**src/rtl/cp0_regfile.sv**
```systemverilog
// cp0_regfile: Coprocessor-0 register file.
//   Holds Count(9), Compare(11), Status(12), Cause(13) and EPC(14) and
//   takes exceptions, eret and interrupts into account each cycle.
// Ports:
//   clk, rst             rising-edge clock, synchronous active-high reset
//   rd_addr / cpdata     mfc0 read port (combinational, no write bypass)
//   wen, wr_addr,
//   w_cpdata             mtc0 write port
//   di, ei               clear / set Status.IE
//   eret                 return from exception (EXL <= 0, redirect to EPC)
//   exc_valid, exc_code,
//   exc_pc, exc_bd       exception commit from the pipeline
//   hw_int               level-sensitive, already-synchronised interrupt lines
//   redirect,
//   redirect_pc          one-cycle fetch redirect after exception / eret
//   int_req              registered pending-interrupt request
//   exl                  Status.EXL
module cp0_regfile #(
    parameter logic [31:0] EXC_VECTOR = 32'hBFC0_0380,
    parameter int unsigned COUNT_DIV  = 2
) (
    input  logic        clk,
    input  logic        rst,
    input  logic [4:0]  rd_addr,
    output logic [31:0] cpdata,
    input  logic        wen,
    input  logic [4:0]  wr_addr,
    input  logic [31:0] w_cpdata,
    input  logic        di,
    input  logic        ei,
    input  logic        eret,
    input  logic        exc_valid,
    input  logic [4:0]  exc_code,
    input  logic [31:0] exc_pc,
    input  logic        exc_bd,
    input  logic [5:0]  hw_int,
    output logic        redirect,
    output logic [31:0] redirect_pc,
    output logic        int_req,
    output logic        exl
);

    localparam int unsigned     DIV_W    = (COUNT_DIV > 1) ? $clog2(COUNT_DIV) : 1;
    localparam logic [DIV_W-1:0] DIV_LAST = DIV_W'(COUNT_DIV - 1);

    // The exception state is Status.EXL itself.
    typedef enum logic {
        ST_NORMAL    = 1'b0,
        ST_EXCEPTION = 1'b1
    } state_t;

    state_t            state_q, state_d;
    logic [31:0]       count_q, count_d;
    logic [31:0]       compare_q, compare_d;
    logic [31:0]       epc_q, epc_d;
    logic [7:0]        im_q, im_d;
    logic              ie_q, ie_d;
    logic              bd_q, bd_d;
    logic              ti_q, ti_d;
    logic [5:0]        ip_hw_q, ip_hw_d;
    logic [1:0]        ip_sw_q, ip_sw_d;
    logic [4:0]        exc_code_q, exc_code_d;
    logic [DIV_W-1:0]  div_q, div_d;
    logic              redirect_q, redirect_d;
    logic [31:0]       redirect_pc_q, redirect_pc_d;
    logic              int_req_q, int_req_d;
    logic              count_tick;

    always_ff @(posedge clk) begin
        if (rst) begin
            state_q       <= ST_NORMAL;
            count_q       <= '0;
            compare_q     <= '0;
            epc_q         <= '0;
            im_q          <= '0;
            ie_q          <= 1'b0;
            bd_q          <= 1'b0;
            ti_q          <= 1'b0;
            ip_hw_q       <= '0;
            ip_sw_q       <= '0;
            exc_code_q    <= '0;
            div_q         <= '0;
            redirect_q    <= 1'b0;
            redirect_pc_q <= '0;
            int_req_q     <= 1'b0;
        end else begin
            state_q       <= state_d;
            count_q       <= count_d;
            compare_q     <= compare_d;
            epc_q         <= epc_d;
            im_q          <= im_d;
            ie_q          <= ie_d;
            bd_q          <= bd_d;
            ti_q          <= ti_d;
            ip_hw_q       <= ip_hw_d;
            ip_sw_q       <= ip_sw_d;
            exc_code_q    <= exc_code_d;
            div_q         <= div_d;
            redirect_q    <= redirect_d;
            redirect_pc_q <= redirect_pc_d;
            int_req_q     <= int_req_d;
        end
    end

    always_comb begin
        state_d       = state_q;
        count_d       = count_q;
        compare_d     = compare_q;
        epc_d         = epc_q;
        im_d          = im_q;
        ie_d          = ie_q;
        bd_d          = bd_q;
        ti_d          = ti_q;
        ip_sw_d       = ip_sw_q;
        exc_code_d    = exc_code_q;
        redirect_d    = 1'b0;
        redirect_pc_d = redirect_pc_q;

        // Free-running Count with prescaler; timer match only on an increment.
        count_tick = (div_q == DIV_LAST);
        if (count_tick) begin
            div_d   = '0;
            count_d = count_q + 32'd1;
        end else begin
            div_d   = div_q + DIV_W'(1);
        end
        if (count_tick && (count_q == compare_q)) begin
            ti_d = 1'b1;
        end

        if (exc_valid) begin
            // The faulting instruction does not commit: mtc0/di/ei/eret are dropped.
            // A nested exception keeps the original EPC/BD.
            if (state_q == ST_NORMAL) begin
                epc_d = exc_bd ? (exc_pc - 32'd4) : exc_pc;
                bd_d  = exc_bd;
            end
            exc_code_d    = exc_code;
            state_d       = ST_EXCEPTION;
            redirect_d    = 1'b1;
            redirect_pc_d = EXC_VECTOR;
        end else begin
            if (wen) begin
                case (wr_addr)
                    5'd9: begin
                        count_d = w_cpdata;
                        div_d   = '0;
                    end
                    5'd11: begin
                        // Clearing TI here overrides a same-cycle match above.
                        compare_d = w_cpdata;
                        ti_d      = 1'b0;
                    end
                    5'd12: begin
                        im_d    = w_cpdata[15:8];
                        ie_d    = w_cpdata[0];
                        state_d = w_cpdata[1] ? ST_EXCEPTION : ST_NORMAL;
                    end
                    5'd13: ip_sw_d = w_cpdata[9:8];
                    5'd14: epc_d   = w_cpdata;
                    default: ;
                endcase
            end
            if (ei) ie_d = 1'b1;
            if (di) ie_d = 1'b0;
            if (eret) begin
                state_d       = ST_NORMAL;
                redirect_d    = 1'b1;
                redirect_pc_d = epc_q;
            end
        end

        // Sampled with the post-update TI so the timer and its interrupt line agree.
        ip_hw_d   = {hw_int[5] | ti_d, hw_int[4:0]};
        int_req_d = ie_d & (state_d == ST_NORMAL) & (|(im_d & {ip_hw_d, ip_sw_d}));
    end

    always_comb begin
        cpdata = '0;
        case (rd_addr)
            5'd9:  cpdata = count_q;
            5'd11: cpdata = compare_q;
            5'd12: cpdata = {16'b0, im_q, 6'b0, state_q == ST_EXCEPTION, ie_q};
            5'd13: cpdata = {bd_q, ti_q, 14'b0, ip_hw_q, ip_sw_q, 1'b0, exc_code_q, 2'b0};
            5'd14: cpdata = epc_q;
            default: ;
        endcase
    end

    assign redirect    = redirect_q;
    assign redirect_pc = redirect_pc_q;
    assign int_req     = int_req_q;
    assign exl         = (state_q == ST_EXCEPTION);

endmodule

```
**config.mk**
```make
export PLATFORM = sky130hd
export DESIGN_NAME = cp0_regfile
export DESIGN_NICKNAME = d
export VERILOG_FILES = /design/src/rtl/cp0_regfile.sv
export SDC_FILE = /design/constraint.sdc
export NUM_CORES = 1
export LEC_CHECK = 0
export CELL_PAD_IN_SITES_DETAIL_PLACEMENT = 0
export CELL_PAD_IN_SITES_GLOBAL_PLACEMENT = 1
export CORE_UTILIZATION = 40
export CTS_CLUSTER_DIAMETER = 200
export CTS_CLUSTER_SIZE = 20
export DETAILED_ROUTE_END_ITERATION = 8
export GPL_TIMING_DRIVEN = 0
export HOLD_SLACK_MARGIN = 0.1
export PLACE_DENSITY_LB_ADDON = 0.1
export SLEW_MARGIN = 5
export SYNTH_ARGS = -nofsm -noshare
export SYNTH_HDL_FRONTEND = slang
export SYNTH_SLANG_ARGS = --single-unit
```
**constraint.sdc**
```tcl
create_clock -name clk -period 3.9 [get_ports clk]
set_input_delay 0.78 -clock clk [delete_from_list [all_inputs] [get_ports clk]]
set_output_delay 0.78 -clock clk [all_outputs]
set_load 0.005 [all_outputs]
```
======== Word-level counts from Yosys, hierarchy flattened ========
Index checks and enable logic that the tools add are counted.
cells by class
  add/subtract/negate cells ............... 3
  eq/ne operators ......................... 12
  muxes and demuxes ....................... 38
  bitwise logic cells ..................... 7
  reductions and logical operators ........ 9
operator list
  cell                   count
  $mux 32                11
  $pmux 32 s5            1
  $eq 5x4->1 const B     10
  $add 32x1->32 const B  1
  $eq 32x32->1           1
  $sub 32x3->32 const B  1
  $mux 8                 3
  $mux 1                 20
  $and 8x8->8            1
  $reduce_or 8->1        1
  $mux 2                 3
  $reduce_and 3->1       2
  $reduce_bool 2->1      3
  $not 1->1              3
  $and 1x1->1            2
  $ne 2x2->1 const B     1
  $reduce_and 2->1       1
  $reduce_or 2->1        1
  $add 1x1->1 const B    1
  $logic_and 1x1->1      1
  $or 1x1->1             1
storage, ports and cells
  register bits after elaboration ......... 156
  bits of input ports ..................... 93
  word-level logic and storage cells ...... 85

======== Logic depth before layout (Yosys ltp) ========
Gate-level depths: netlist (run 1).
  word-level depth ........................ 10
  depth in mapped cells ................... 8
  mapped depth without buffers ............ 8

======== Worst setup path after synthesis (run 1) ========
Ideal clock, no wire load.
  path type ............................... input to output
  start point ............................. input port rd_addr[2]
  end point ............................... output port cpdata[10]
  data arrival time ....................... 2.071 ns
  slack ................................... 1.049 ns
  stages on the path ...................... 6
  cell sequence ........................... clkbuf_1 > clkbuf_1 > mux2i_1 > nor2_1 > a21oi_1 > o21ai_0
between the ends
  word-level cells in the longest chain between the ends .. 2
  elaborated cells between the ends (all ways) .. 6
ends and longest elaborated chain
  element          RTL line  source
  start, declared  24        input logic [4:0] rd_addr,
  $eq 5x4->1       180       case (rd_addr)
  $pmux 32 s5 (*)  180
  end, declared    25        output logic [31:0] cpdata,
Every way passes the cells marked *; elsewhere a longest branch is shown, timed or not.

======== Final worst setup path (run 1) ========
  start point ............................. input port rd_addr[1]
  end point ............................... output port cpdata[24]
Same word-level chain as after synthesis.

==> results of run 1 <==
## report_power, final
part           internal [mW]  switching (mW)  total [mW]
sequential              1.65          0.0675        1.72
clock                  0.899           0.726        1.63
combinational          0.221           0.259       0.481
total                   2.77            1.05        3.82
## cells in the mapped netlist, types with 3 or more instances
master	number
or4_1	3
a21oi_1	80
and4_1	3
xor2_1	56
and2_1	3
clkbuf_1	57
xnor2_1	30
buf_2	5
nor2_1	149
nor3b_1	13
nand2_1	106
and3_1	7
o22ai_1	12
nor2b_1	22
o21ai_0	20
buf_1	3
mux2_2	3
dfxtp_1	156
nor3_1	17
nor4_1	9
inv_1	27
a222oi_1	15
a211o_1	5
mux2i_1	59
or3_1	4
nand3_1	16
a211oi_1	52
nand4_1	12
a22oi_1	12
## cell type report
type	instances	area [µm²]
clock inverter	12	118
inverter	28	105
clock buffer	20	447
tap	265	332
buffer	66	283
sequential	156	3120
timing repair buffer	160	1590
multi-input combinational	748	4680
fill	1901	9040
## state kept, by name, indices dropped and copies added, names as in the netlist
name,flops
ip_hw_q,6
exc_code_q,5
redirect,1
im_q,8
count_q,32
exl,1
int_req,1
ip_sw_q,2
bd_q,1
compare_q,32
ti_q,1
count_tick,1
epc_q,32
redirect_pc,32
ie_q,1
## logic make-up after synthesis
family	count (synthesis)	synth area share, %
AND/OR/NAND/NOR	385	22.7
AO/OA/AOI/OAI	213	17.2
flip-flops	156	38.4
buffers and inverters	94	4.50
XOR/XNOR	86	9.25
multiplexers	62	7.67
adder cells (fa/ha/maj)	2	0.307
## layer usage
metal	part of all wire [%]	GRT usage [%]	routed length (µm)	vias to the layer above
li1	-	-	-	3871
met5	0	0	0	-
met1	46	44.6	14400	3860
met3	7.8	4.74	2430	34
met4	1.2	8.14	387	0
met2	45	47.2	13800	338
## timing repair
item                       4_1_cts  5_1_grt
pin swaps                        1        1
setup buffers                    0        4
gates resized for setup         14       15
setup endpoints to repair       32       25
## path summary, 6_finish.rpt
kind	start	to	slack, ns	depth (start not counted)
setup reg to reg	count_q[0]	count_q[28]	1.37	6
setup / recovery	rd_addr[1]	cpdata[24]	0.11	8
hold / removal	im_q[4]	im_q[4]	0.47	2
hold reg to reg	im_q[4]	im_q[4]	0.47	2
## per-stage QoR
| step | setup WS (ns) | cells | utilization [%] | total power [mW] |
|---|---|---|---|---|
| detailed placement | -0.526 | 1419 | 50.9 | 2.22 |
| floorplan | 1.05 | 998 | - | 1.94 |
| global route | -0.0141 | 1455 | 54.2 | 3.92 |
| global placement | -0.524 | 1419 | 50.9 | 2.22 |
| CTS | 0.00208 | 1451 | 53.9 | 3.81 |
| finish | 0.107 | 1455 | 54.2 | 3.82 |
## critical path: cells and delay by family
| kind | cells | cell delay, ns |
|---|---|---|
| simple gates | 2 | 0.31 |
| compound gates | 1 | 0.43 |
| buf+inv | 5 | 1.47 |
==> reports/qor.yml, run 1 <==
synthesis:
  synth_warnings: 0
  ys_ff_latch: 156
  synth_edf_count: 0
  synth_top_area_share_pct: 38.4
  synthFlopType: "dfxtp_1"
  syn-num-nets: 1093
  synth_cells: 998
  synth_top_area_cell: "dfxtp_1"
  syn_avg_cell_area_um2: 8.16
  ys_async_sr_fraction_pct: 0
  synthesis.area_um2: 8140
  yosysSeqAreaShare_pct: 38.4
  yosysUniqueCellTypes: 62
  yosys-top-cells-area: "dfxtp_1 38%, mux2i_1 7.3%, nor2_1 6.9%"
routing:
  wl_mm: 31.1
  ant_nets: 0
  first_pass_iters: 9
  wire_per_inst_um: 21.4
  drcViolationCount: 1
  vias_per_cell: 5.57
  drt_iter0_markers: 744
  vias: 8103
timing:
  tightestPinTransition_ns: 1.07
  slew-limit-headroom_pct: 28.4
  timing_hold_violations_final: 0
  rsz0062_at_grt: "yes"
  max_freq_mhz: 264
  setup_tns_ns: 0
  min_period_over_period_pct: 97.3
  layout_min_cycle_time_ns: 3.79
  slew_viol_final: 0
  fin_hold_ws_ns: 0.468
  finalSetupViolations: 0
  skew_ns: 0.00740
worst_setup_path:
  crit_chain: "clkdlybuf4s50_1 > inv_1 > nand3_2 > nor2_4 > clkbuf_4 > a222oi_1 > inv_1 > clkdlybuf4s50_1"
  arrival_ns: 3.01
  slowest_delay_ns: 0.55
  worstSetupPathType: "in -> out"
  worstSetupStartpointType: "input pin"
  critPathSlowestCell: "clkdlybuf4s50_1"
  cp-end-kind: "output pin"
  worstPathRequired_ns: 3.12
  crit_path_max_fanout: 10
hold_path:
  hold_path_class: "reg -> reg"
clocking:
  cts_tree: "built"
  cts.htree.levels: 4
  clock_latency_ns: 0.44
  cts-buffers-inserted: 17
  clockBufferDepth: 2
  cts.sinks: 156
  clockRootBuffer: "clkbuf_16"
  clk_pin_slew_ns: 0.06
  cts-hold-fix-buffers: 0
placement:
  dpl-instance-area_um2: 10000
  hpwl_mm: 24.0
  portBuffers: 156
  place.gp.congestion: 0.924
floorplan:
  die_w_um: 145
  die_h_um: 145
  die-area_um2: 20900
  ios: 160
  num_rows: 51
  coreArea_um2: 19700
  start_util_pct: 41.3
flow_run:
  cap_violations: 0
global_routing:
  grt_pass1_vias: 7519
  antenna_found_initial: 0
  grt_use_total_pct: 30.8
  grt_max_degree: 17
  grt_pass1_wl_mm: 46.6
  overflow: 0
cells_and_area:
  final_cell_mix: "156 x dfxtp_1, 156 x clkdlybuf4s50_1, 147 x nor2_1"
  syn_to_final_growth_pct: 31.2
  fin_nets: 1272
  final_area_um2: 10700
  n_antenna_cell: 0
  layout-drive-gt1-share_pct: 5.97
pwr:
  power.leakage_nw: 4.02
  p_per_area_nw_per_um2: 358
  peakVddDrop_v: 0.000230
status:
  status: "finished with violations"
  failed_checks: "DRC"
Note: power is estimated with default switching activity, not from simulation.
==> run 2, diff against run 1 <==
--- a/config.mk
+++ b/config.mk
@@ -9,11 +9,11 @@
 export CELL_PAD_IN_SITES_GLOBAL_PLACEMENT = 1
 export CORE_UTILIZATION = 40
 export CTS_CLUSTER_DIAMETER = 200
-export CTS_CLUSTER_SIZE = 20
+export CTS_CLUSTER_SIZE = 30
 export DETAILED_ROUTE_END_ITERATION = 8
-export GPL_TIMING_DRIVEN = 0
 export HOLD_SLACK_MARGIN = 0.1
 export PLACE_DENSITY_LB_ADDON = 0.1
+export SKIP_CTS_REPAIR_TIMING = 1
 export SLEW_MARGIN = 5
 export SYNTH_ARGS = -nofsm -noshare
 export SYNTH_HDL_FRONTEND = slang
==> run 2 against run 1 <==
  * The run now ends clean
  * Sequential share of layout area up 0.14 points
  * Clock-buffer cell count down 2
  * Global-route usage down 2.8 points
  * Register-to-register slack better by 0.07 ns
  * Largest power group unchanged
==> reports/qor.yml, run 2 (same netlist as run 1, synthesis figures left out) <==
status:
  status: "finished, final reports clean"
worst_setup_path:
  critPathSlowestCell: "clkdlybuf4s50_1"
  cp-end-kind: "output pin"
  worstPathRequired_ns: 3.12
  crit_path_max_fanout: 17
  worstSetupPathType: "in -> out"
  crit_chain: "clkdlybuf4s50_1 > buf_4 > nor2_1 > buf_4 > a222oi_1 > inv_1 > clkdlybuf4s50_1"
  slowest_delay_ns: 0.58
  crit_buf_inv: 5
  crit_family: "buffers and inverters"
  worstSetupStartpointType: "input pin"
  arrival_ns: 2.81
timing:
  slew_viol_final: 0
  setup_tns_ns: 0
  max_freq_mhz: 279
  skew_ns: 0.00686
  layout_min_cycle_time_ns: 3.59
  slew-limit-headroom_pct: 46.8
  min_period_over_period_pct: 92.0
  timing_hold_violations_final: 0
  tightestPinTransition_ns: 0.798
  finalSetupViolations: 0
  rsz0062_at_grt: "no"
cells_and_area:
  instances_no_fill: 1412
  num-fill-cells: 1899
  fin_nets: 1229
  final_cell_mix: "156 x dfxtp_1, 156 x clkdlybuf4s50_1, 149 x nor2_1"
  syn_to_final_growth_pct: 30.6
  layout-drive-gt1-share_pct: 6.97
  n_antenna_cell: 0
routing:
  drcViolationCount: 0
  ant_nets: 0
  first_pass_iters: 5
  wire_per_inst_um: 20.0
  drt_iter0_markers: 641
  vias: 7692
  vias_per_cell: 5.45
  wl_mm: 28.3
floorplan:
  die-area_um2: 20900
  coreArea_um2: 19700
  start_util_pct: 41.3
  die_h_um: 145
  num_rows: 51
  ios: 160
  die_w_um: 145
clocking:
  cts.sinks: 156
  clock_latency_ns: 0.43
  clk_pin_slew_ns: 0.06
  cts_tree: "built"
  cts.htree.levels: 4
  clockRootBuffer: "clkbuf_16"
  cts-buffers-inserted: 17
  clockBufferDepth: 2
global_routing:
  grt_pass1_wl_mm: 42.7
  overflow: 0
  grt_pass1_vias: 7107
  grt_use_total_pct: 28.0
  antenna_found_initial: 0
  grt_max_degree: 69
placement:
  placed_cells: 1380
  hpwl_mm: 20.9
  portBuffers: 159
  place.gp.congestion: 0.885
flow_run:
  cap_violations: 0
pwr:
  peakVddDrop_v: 0.000338
  power.leakage_nw: 4.03
  p_per_area_nw_per_um2: 366
hold_path:
  hold_path_class: "reg -> reg"
[run 2: cell types whose count changed in the layout (fill, tap and decap cells not counted), moves of 3 or more]
| cell | change |
|---|---|
| clkbuf_1 | -50 |
| buf_4 | +17 |
| inv_6 | +6 |
| clkbuf_2 | -5 |
| clkinv_4 | -5 |
| buf_1 | -3 |
| buf_12 | +3 |
| buf_2 | -3 |
| clkbuf_4 | -3 |
[run 2: metrics by stage]
stage	total power [mW]	utilization, %	worst slack [ns]	hold slack, ns	cell area [µm²]
global route	4.02	53.9	0.123	0.502	10600
finish	3.89	53.9	0.310	0.472	10600
CTS	3.91	53.9	0.305	0.472	10600
floorplan	1.94	-	1.05	0.444	8140
global placement	2.20	50.9	0.332	0.461	10000
detailed placement	2.20	50.9	0.311	0.464	10000
[run 2: cell type report]
type	instances	area (µm²)	share of cell area, %
clock buffers	18	439	4.13
clock inverters	14	159	1.50
inverters	28	105	0.989
multi-input cells	748	4670	44.0
flip-flops and latches	156	3120	29.4
well taps	265	332	3.12
repair buffers	183	1800	16.9
[run 2: worst min-delay path, stage by stage, from the launching register on]
cell and delay (ns):
dfxtp_1 0.32, nand2_1 0.06, a21oi_1 0.05
[run 2: power breakdown]
group	internal, mW	switching (mW)	total, mW	leakage, nW
clock network	0.974	0.738	1.71	0.277
logic	0.222	0.235	0.457	2.48
registers	1.65	0.0683	1.72	1.27
total	2.85	1.04	3.89	4.03
[run 2: per-layer routing]
layer	up-vias	share of wire, %	wire length, µm	global-route usage (%)
met2	283	43	12000	41.0
li1	3777	-	-	-
met3	20	7.0	1970	4.64
met5	-	0	0	0
met1	3612	49	13900	42.2
met4	0	1.1	307	6.32
[run 2: worst paths after layout]
kind | slack (ns) | endpoint | startpoint | cells past startpoint
worst max-delay path | 0.31 | cpdata[24] | rd_addr[2] | 7
worst min-delay path | 0.47 | im_q[6] | im_q[6] | 2
worst max register to register | 1.44 | count_q[28] | count_q[0] | 6
worst min register to register | 0.47 | im_q[6] | im_q[6] | 2
